--- src/rtl/i2c_pkg.sv ---
// rtl/i2c_pkg.sv - shared constants for the I2C pad input front end
package i2c_pkg;

   localparam int   I2C_SPK_W       = 8;
   localparam int   I2C_SYNC_STAGES = 2;
   // Both I2C lines idle high through their pull-ups.
   localparam logic I2C_IDLE_LVL    = 1'b1;

endpackage

--- src/rtl/i2c_glitch_filt.sv ---
// rtl/i2c_glitch_filt.sv - one-line synchroniser, spike filter and edge pulses
module i2c_glitch_filt
   import i2c_pkg::*;
#(
   parameter int SPK_W       = I2C_SPK_W,
   parameter int SYNC_STAGES = I2C_SYNC_STAGES
) (
   input  logic             clk,
   input  logic             rst_n,
   input  logic             en,
   input  logic [SPK_W-1:0] spklen,
   input  logic             pad_in,
   output logic             filt,
   output logic             fall,
   output logic             rise
);

   logic [SYNC_STAGES-1:0] sync_q;
   logic [SPK_W-1:0]       cnt;
   logic                   prev;
   logic                   synced;

   assign synced = sync_q[SYNC_STAGES-1];

   // The synchroniser keeps running while disabled so re-enable sees a settled level.
   always_ff @(posedge clk or negedge rst_n) begin
      if (!rst_n) begin
         sync_q <= {SYNC_STAGES{I2C_IDLE_LVL}};
      end else begin
         sync_q <= {sync_q[SYNC_STAGES-2:0], pad_in};
      end
   end

   // cnt counts consecutive cycles of disagreement; >= lets a lowered spklen commit at once.
   always_ff @(posedge clk or negedge rst_n) begin
      if (!rst_n) begin
         filt <= I2C_IDLE_LVL;
         prev <= I2C_IDLE_LVL;
         cnt  <= '0;
      end else if (!en) begin
         filt <= I2C_IDLE_LVL;
         prev <= I2C_IDLE_LVL;
         cnt  <= '0;
      end else begin
         prev <= filt;
         if (synced == filt) begin
            cnt <= '0;
         end else if (cnt >= spklen) begin
            filt <= synced;
            cnt  <= '0;
         end else begin
            cnt <= cnt + SPK_W'(1);
         end
      end
   end

   assign fall = prev & ~filt;
   assign rise = ~prev & filt;

endmodule

--- src/rtl/i2c_pad_filter.sv ---
// rtl/i2c_pad_filter.sv - SCL/SDA conditioning, delayed edges, START/STOP and bus busy
module i2c_pad_filter
   import i2c_pkg::*;
#(
   parameter int SPK_W       = I2C_SPK_W,
   parameter int SYNC_STAGES = I2C_SYNC_STAGES
) (
   input  logic             clk,
   input  logic             rst_n,
   input  logic             i2c_en,
   input  logic [SPK_W-1:0] i2c_spklen,
   input  logic             scl_pad_in,
   input  logic             sda_pad_in,
   output logic             i_scl_in,
   output logic             i_sda_in,
   output logic             f_scl,
   output logic             r_scl,
   output logic             f_sda,
   output logic             r_sda,
   output logic [2:0]       f_scl_d,
   output logic [2:1]       r_scl_d,
   output logic             start_det,
   output logic             stop_det,
   output logic             bus_busy
);

   logic scl_prev;
   logic r_scl_d0;

   i2c_glitch_filt #(
      .SPK_W       (SPK_W),
      .SYNC_STAGES (SYNC_STAGES)
   ) u_scl_filt (
      .clk    (clk),
      .rst_n  (rst_n),
      .en     (i2c_en),
      .spklen (i2c_spklen),
      .pad_in (scl_pad_in),
      .filt   (i_scl_in),
      .fall   (f_scl),
      .rise   (r_scl)
   );

   i2c_glitch_filt #(
      .SPK_W       (SPK_W),
      .SYNC_STAGES (SYNC_STAGES)
   ) u_sda_filt (
      .clk    (clk),
      .rst_n  (rst_n),
      .en     (i2c_en),
      .spklen (i2c_spklen),
      .pad_in (sda_pad_in),
      .filt   (i_sda_in),
      .fall   (f_sda),
      .rise   (r_sda)
   );

   // SCL must have been high before and after the SDA edge; a same-cycle SCL commit disqualifies it.
   assign start_det = f_sda & i_scl_in & scl_prev;
   assign stop_det  = r_sda & i_scl_in & scl_prev;

   always_ff @(posedge clk or negedge rst_n) begin
      if (!rst_n) begin
         scl_prev <= I2C_IDLE_LVL;
         f_scl_d  <= '0;
         r_scl_d0 <= 1'b0;
         r_scl_d  <= '0;
         bus_busy <= 1'b0;
      end else if (!i2c_en) begin
         scl_prev <= I2C_IDLE_LVL;
         f_scl_d  <= '0;
         r_scl_d0 <= 1'b0;
         r_scl_d  <= '0;
         bus_busy <= 1'b0;
      end else begin
         scl_prev <= i_scl_in;
         f_scl_d  <= {f_scl_d[1:0], f_scl};
         r_scl_d0 <= r_scl;
         r_scl_d  <= {r_scl_d[1], r_scl_d0};
         if (start_det) begin
            bus_busy <= 1'b1;
         end else if (stop_det) begin
            bus_busy <= 1'b0;
         end
      end
   end

endmodule

--- config.mk ---
export PLATFORM = sky130hd
export DESIGN_NAME = i2c_pad_filter
export DESIGN_NICKNAME = d
export VERILOG_FILES = /design/src/rtl/i2c_pkg.sv /design/src/rtl/i2c_glitch_filt.sv /design/src/rtl/i2c_pad_filter.sv
export SDC_FILE = /design/constraint.sdc
export NUM_CORES = 1
export LEC_CHECK = 0
export ABC_AREA = 0
export BUFFER_PORTS_ARGS = -buffer_cell sky130_fd_sc_hd__buf_2
export CORE_AREA = 3 3 81 60
export DETAILED_ROUTE_END_ITERATION = 7
export DIE_AREA = 0 0 84 63
export PLACE_DENSITY = 0.64
export SYNTH_ARGS = -nofsm -noshare
export SYNTH_HDL_FRONTEND = slang
export SYNTH_SLANG_ARGS = --single-unit
--- constraint.sdc ---
create_clock -name clk -period 1.8 [get_ports clk]
set_clock_uncertainty 0.15 [all_clocks]
set_input_delay 0.36 -clock clk [delete_from_list [all_inputs] [get_ports clk]]
set_output_delay 0.36 -clock clk [all_outputs]
set_load 0.005 [all_outputs]
After elaboration in Yosys (flattened, before gate mapping)
Index checks and enable logic that the tools add are counted.
- reduce and logical (&&, ||, !) cells: 2
- magnitude comparators: 2
- equality and inequality tests: 7
- div/mod/pow operators: 0
- shift operators: 0
- multiplexer cells: 20
- bitwise logic cells: 12
- add/sub/neg operators: 2
- multiply operators: 0
- operator list (cell ; count):
    8-bit two-way mux ; 6
    8-bit by 1-bit adder with 8-bit output, second input constant ; 2
    8-bit >= comparator ; 2
    1-bit two-way mux ; 12
    1-bit AND ; 8
    2-bit by 1-bit != test with 1-bit output, second input constant ; 2
    2-bit != test, second input constant ; 2
    1-bit inverter ; 4
    2-bit AND reduction ; 2
    3-bit two-way mux ; 1
    3-bit by 1-bit != test with 1-bit output, second input constant ; 1
    1-bit equality test ; 2
    2-bit two-way mux ; 1
- word-level logic and storage cells: 57
- flip-flop bits (word level): 31
- bits in latches: 0
- RAM bits: 0
- bits of input ports: 13
- memory bits (read-only): 0
- memories kept: 0

Logic depth before layout (Yosys ltp)
- depth after elaboration: 7
- depth in mapped cells: 6
- mapped depth without buffers: 6

By module
From an unflattened synthesis, not the netlist that was laid out.
- cell total of the unflattened synthesis: 153
- area total of the unflattened synthesis: 1744.2 µm²
- modules (own cells, without submodules) (module ; area each (µm²) ; cells an instance ; instances ; sequential area each (µm²)):
    i2c_glitch_filt ; 733.2 ; 67 ; 2 ; 305.3
    i2c_pad_filter ; 277.8 ; 19 ; 1 ; 201.4

Worst setup path before layout
OpenSTA, ideal clock, no wires.
- path type: in2reg
- start point: input i2c_spklen[6]
- end point: register u_scl_filt.filt
- setup time: 85 ps
- path slack: -135 ps
- data required time: 1565 ps
- data arrival time: 1700 ps
- cell stages on the path: 6
- buffers on the path: 0
- cells stage by stage: inv_1 -> ha_1 -> a21o_1 -> a2111oi_4 -> o31ai_1 -> mux2_1
- longest elaborated chain between the ends: 3
- ends and longest elaborated chain (element ; line ; source):
    from (decl) ; i2c_pad_filter.sv:11 ; input logic [SPK_W-1:0] i2c_spklen,
    8-bit >= comparator ; i2c_glitch_filt.sv:48 ; end else if (cnt >= spklen) begin
    2-bit by 1-bit != test with 1-bit output (no line) ; - ;
    2-bit AND reduction (no line) ; - ;
    to (signal assigned) ; i2c_glitch_filt.sv:49 ; filt <= synced;
    to (decl) ; i2c_glitch_filt.sv:13 ; output logic filt,
Every way passes these cells.
A chain may end at the register's enable or synchronous reset.

Final worst setup path
- start point: register u_sda_filt.filt
- end point: output stop_det
- longest elaborated chain between the ends: 3
- ends and longest elaborated chain (element ; line ; source):
    from (decl) ; i2c_glitch_filt.sv:13 ;
    from (signal assigned) ; i2c_glitch_filt.sv:49 ;
    1-bit AND ; i2c_glitch_filt.sv:58 ; assign rise = ~prev & filt;
    1-bit AND (2 in a row) ; i2c_pad_filter.sv:60 ; assign stop_det = r_sda & i_scl_in & scl_prev;
    to (decl) ; i2c_pad_filter.sv:23 ; output logic stop_det,
Every way passes these cells.

==> summary.txt <==
Yosys
  • Synth unique cells: 27
  • Post-Syn Nets: about 180
  • Largest family of logic cells by synthesized area: simple AND/OR/NAND/NOR gates
  • Top cell type's share of synthesized area: 0.353
  • Syn Std Cell Area: ~1600 um2
  • Synth async-reset ratio: 1.00
  • Synth Flop Type: dfrtp_1
  • Ranking of synthesized cells by area: dfrtp_1, ha_1, dfstp_2
  • Xor and xnor area share after synthesis: 0.0752
  • #FFs+latches synth: 31
  • Cell count after synthesis: between 100 and 150
  • Sequential fraction of the synthesis area: 0.482
  • Warnings, synthesis: 0
  • Simple-gate share of the synthesized area: 0.167
  • Compound-gate portion of the synthesized area: 0.0890
  • Top-count cell post-synth: dfrtp_1
  • Mux cell area share after synthesis: 0.0138
  • Post-synthesis adder-cell area fraction: 0.138
  • Synth top cells by count: dfrtp_1, nor2_1, ha_1, inv_1, xor2_1
  • Post-synth EDFFs: 0
  • Synth area leader: dfrtp_1
  • Synthesized area per cell: approximately 11 um2

STA
  • Fmax: 0.544 GHz
  • Fin Hold WS: around 27 ps
  • Max-slew violation count: 0
  • Fin crit period: between 1500 and 2000 ps
  • Post-route worst setup slack: -37.9 ps
  • Pin slew with the least headroom to its limit: between 600 and 700 ps
  • Max_slew headroom: 0.538
  • Fin. Hold Viols: 0
  • RSZ-0062 raised after global routing: true
  • Fin crit share: 1.02
  • Final setup fails: 15

Detailed routing
  • Drc violations: 0
  • 1st-iter DRT viols: 24
  • Via count: between 1000 and 1500
  • Number of detailed-route iterations in the first pass: 4
  • Routed length per placed instance: 13.7 um
  • Via/cell ratio: approximately 4.9
  • Antenna-violating nets left: 0
  • WL final: roughly 3600 um

Setup path
  • CP max FO: 6
  • Sequence of cells on the critical path: nor2b_4, nand3_2, inv_2, buf_2
  • Critical path type: reg2out
  • CP max-delay cell: dfstp_2
  • Critical path startpoint category: register
  • Crit end category: primary output
  • Worst reg2reg startpoint: u_scl_filt.cnt[6]
  • Crit. Startpoint: u_sda_filt.filt
  • Crit path DAT: 1330 ps
  • R2R Setup Slk: -40 ps
  • Required time of the critical path: between 1000 and 1500 ps
  • Max stage delay on crit path: 600 ps

Run status
  • Status: finished with violations
  • Failing checks: setup timing

CTS
  • Root buffer cell: clkbuf_8
  • CTS tree: built
  • TritonCTS Sinks: 31
  • Num CTS Buffers: 5
  • Skew-Pair Late Insertion Delay: about 270 ps
  • Clock-pin slew on the worst setup and hold paths: 60 ps
  • Longest Clk Path Bufs: 2
  • CTS H-tree depth: 2

GRT
  • GR Overflow Total: 0
  • Vias in the first global route: 1252
  • Initial antenna violation count: 0
  • Largest net degree at the start of global routing: 32
  • First-pass GRT wire length: just under 6000 um
  • M1 GR Usage: 0.179
  • All-Layer GR Usage: 0.141
  • Global Route met2 Usage: 0.235
  • GRT busiest layer: met2
  • Met3 Usage GRT: 0.0435

Die
  • Horiz. Die Dim: roughly 84 um
  • Die Height: roughly 63 um
  • Full die area: 5290 um2
  • Std-Cell Rows: 20
  • Core footprint: approximately 4200 um2
  • Initial core utilization: 0.386
  • Top-Level Pins: 27

Final layout
  • Final Non-Filler Cells: 260
  • Area growth syn-to-layout: 42.7%
  • Number of diodes: 0
  • Final net count: roughly 240
  • FILL cells: a little under 400
  • Layout cells sized above 1: 0.463

Pwr
  • Tot Pwr: approximately 1.6 mW
  • Pleak: about 1.2 nW
  • P per Cell Area: ~670 nW/um2
  • Worst VDD drop: a little under 500 uV

Placement
  • Final RePlAce weighted congestion: around 0.76
  • Placed instance count: approximately 240
  • Detail Placement HPWL: ~2600 um
  • # port buffers: 26
  • Dpl ws: -320 ps

Worst hold path
  • Hold WC Path Type: in2reg
  • Worst hold start: scl_pad_in

Flow run
  • Max_cap viols: 0
-- state kept, by name (all words and copies together) (netlist names), 2 cells and up --
register and flops:
r_scl_d 2, u_scl_filt.sync_q 2, u_sda_filt.sync_q 2, u_sda_filt.cnt 8, u_scl_filt.cnt 8, f_scl_d 3
-- cells in the final DEF, fill, tap and decap left out, types with 6 or more instances in the layout --
cell type	synthesis	final
buf_4	0	23
ha_1	18	12
xor2_1	11	11
dfrtp_1	23	23
nand3_1	10	9
inv_1	14	12
nor2_4	0	6
ha_4	0	6
nor2_1	20	13
buf_2	1	26
dfstp_2	8	8
-- cell families (layout without fill, tap and decap cells) --
kind of cell | after synthesis | in the layout
compound gates | 14 | 14
xor+xnor | 14 | 14
buf+inv | 15 | 73
mux | 2 | 2
fa+ha+maj | 18 | 18
flops | 31 | 31
simple gates | 53 | 53
-- area by class of cell --
type | count | area (um2) | area share
multi-input cells | 101 | 1010 | 0.435
flip-flops and latches | 31 | 786 | 0.337
repair buffers | 51 | 324 | 0.139
clock buffers | 6 | 72.6 | 0.0312
well taps | 55 | 68.8 | 0.0296
inverters | 14 | 52.6 | 0.0226
clock inverters | 2 | 12.5 | 0.00537
-- report_power, final --
group / switching (mW) / internal [mW]
combinational: 0.137 / 0.142
sequential: 0.0217 / 0.732
clock: 0.252 / 0.270
total: 0.411 / 1.14
-- stage by stage --
stage | setup TNS (ps) | util | cell area, um2
2_1_floorplan | -52.5 | - | 1660
3_3_place_gp | -3350 | 0.469 | 1980
3_5_place_dp | -4500 | 0.469 | 1980
4_1_cts | -785 | 0.512 | 2160
5_1_grt | -1890 | 0.551 | 2330
6_report | -294 | 0.551 | 2330
-- what timing repair did --
action / CTS / global route
buffers inserted: 3 / 4
gates resized for setup: 9 / 25
endpoints found under the hold margin: 23 / 0
pin swaps: 13 / 18
setup endpoints to repair: 20 / 20
hold buffers: 1 / 0
-- routing by layer --
layer	part of all wire	wire (um)
met5	0	0
met4	0.0079	28
met3	0.031	111
met2	0.51	1830
met1	0.45	1590
-- final timing paths --
path	endpoint	cells after the start
max in group asynchronous	u_sda_filt.cnt[0]	2
hold reg to reg	u_sda_filt.sync_q[1]	0
min in group asynchronous	f_scl_d[0]	2
setup reg to reg	u_scl_filt.cnt[4]	6
setup / recovery	stop_det	4
hold / removal	u_scl_filt.sync_q[0]	1
-- critical path: cells and delay by family, from the launching register on --
kind / cells / cell delay (ps)
buffers and inverters: 2 / 150
DFF: 1 / 600
and+or+nand+nor: 2 / 300
(Power assumes the default switching activity.)
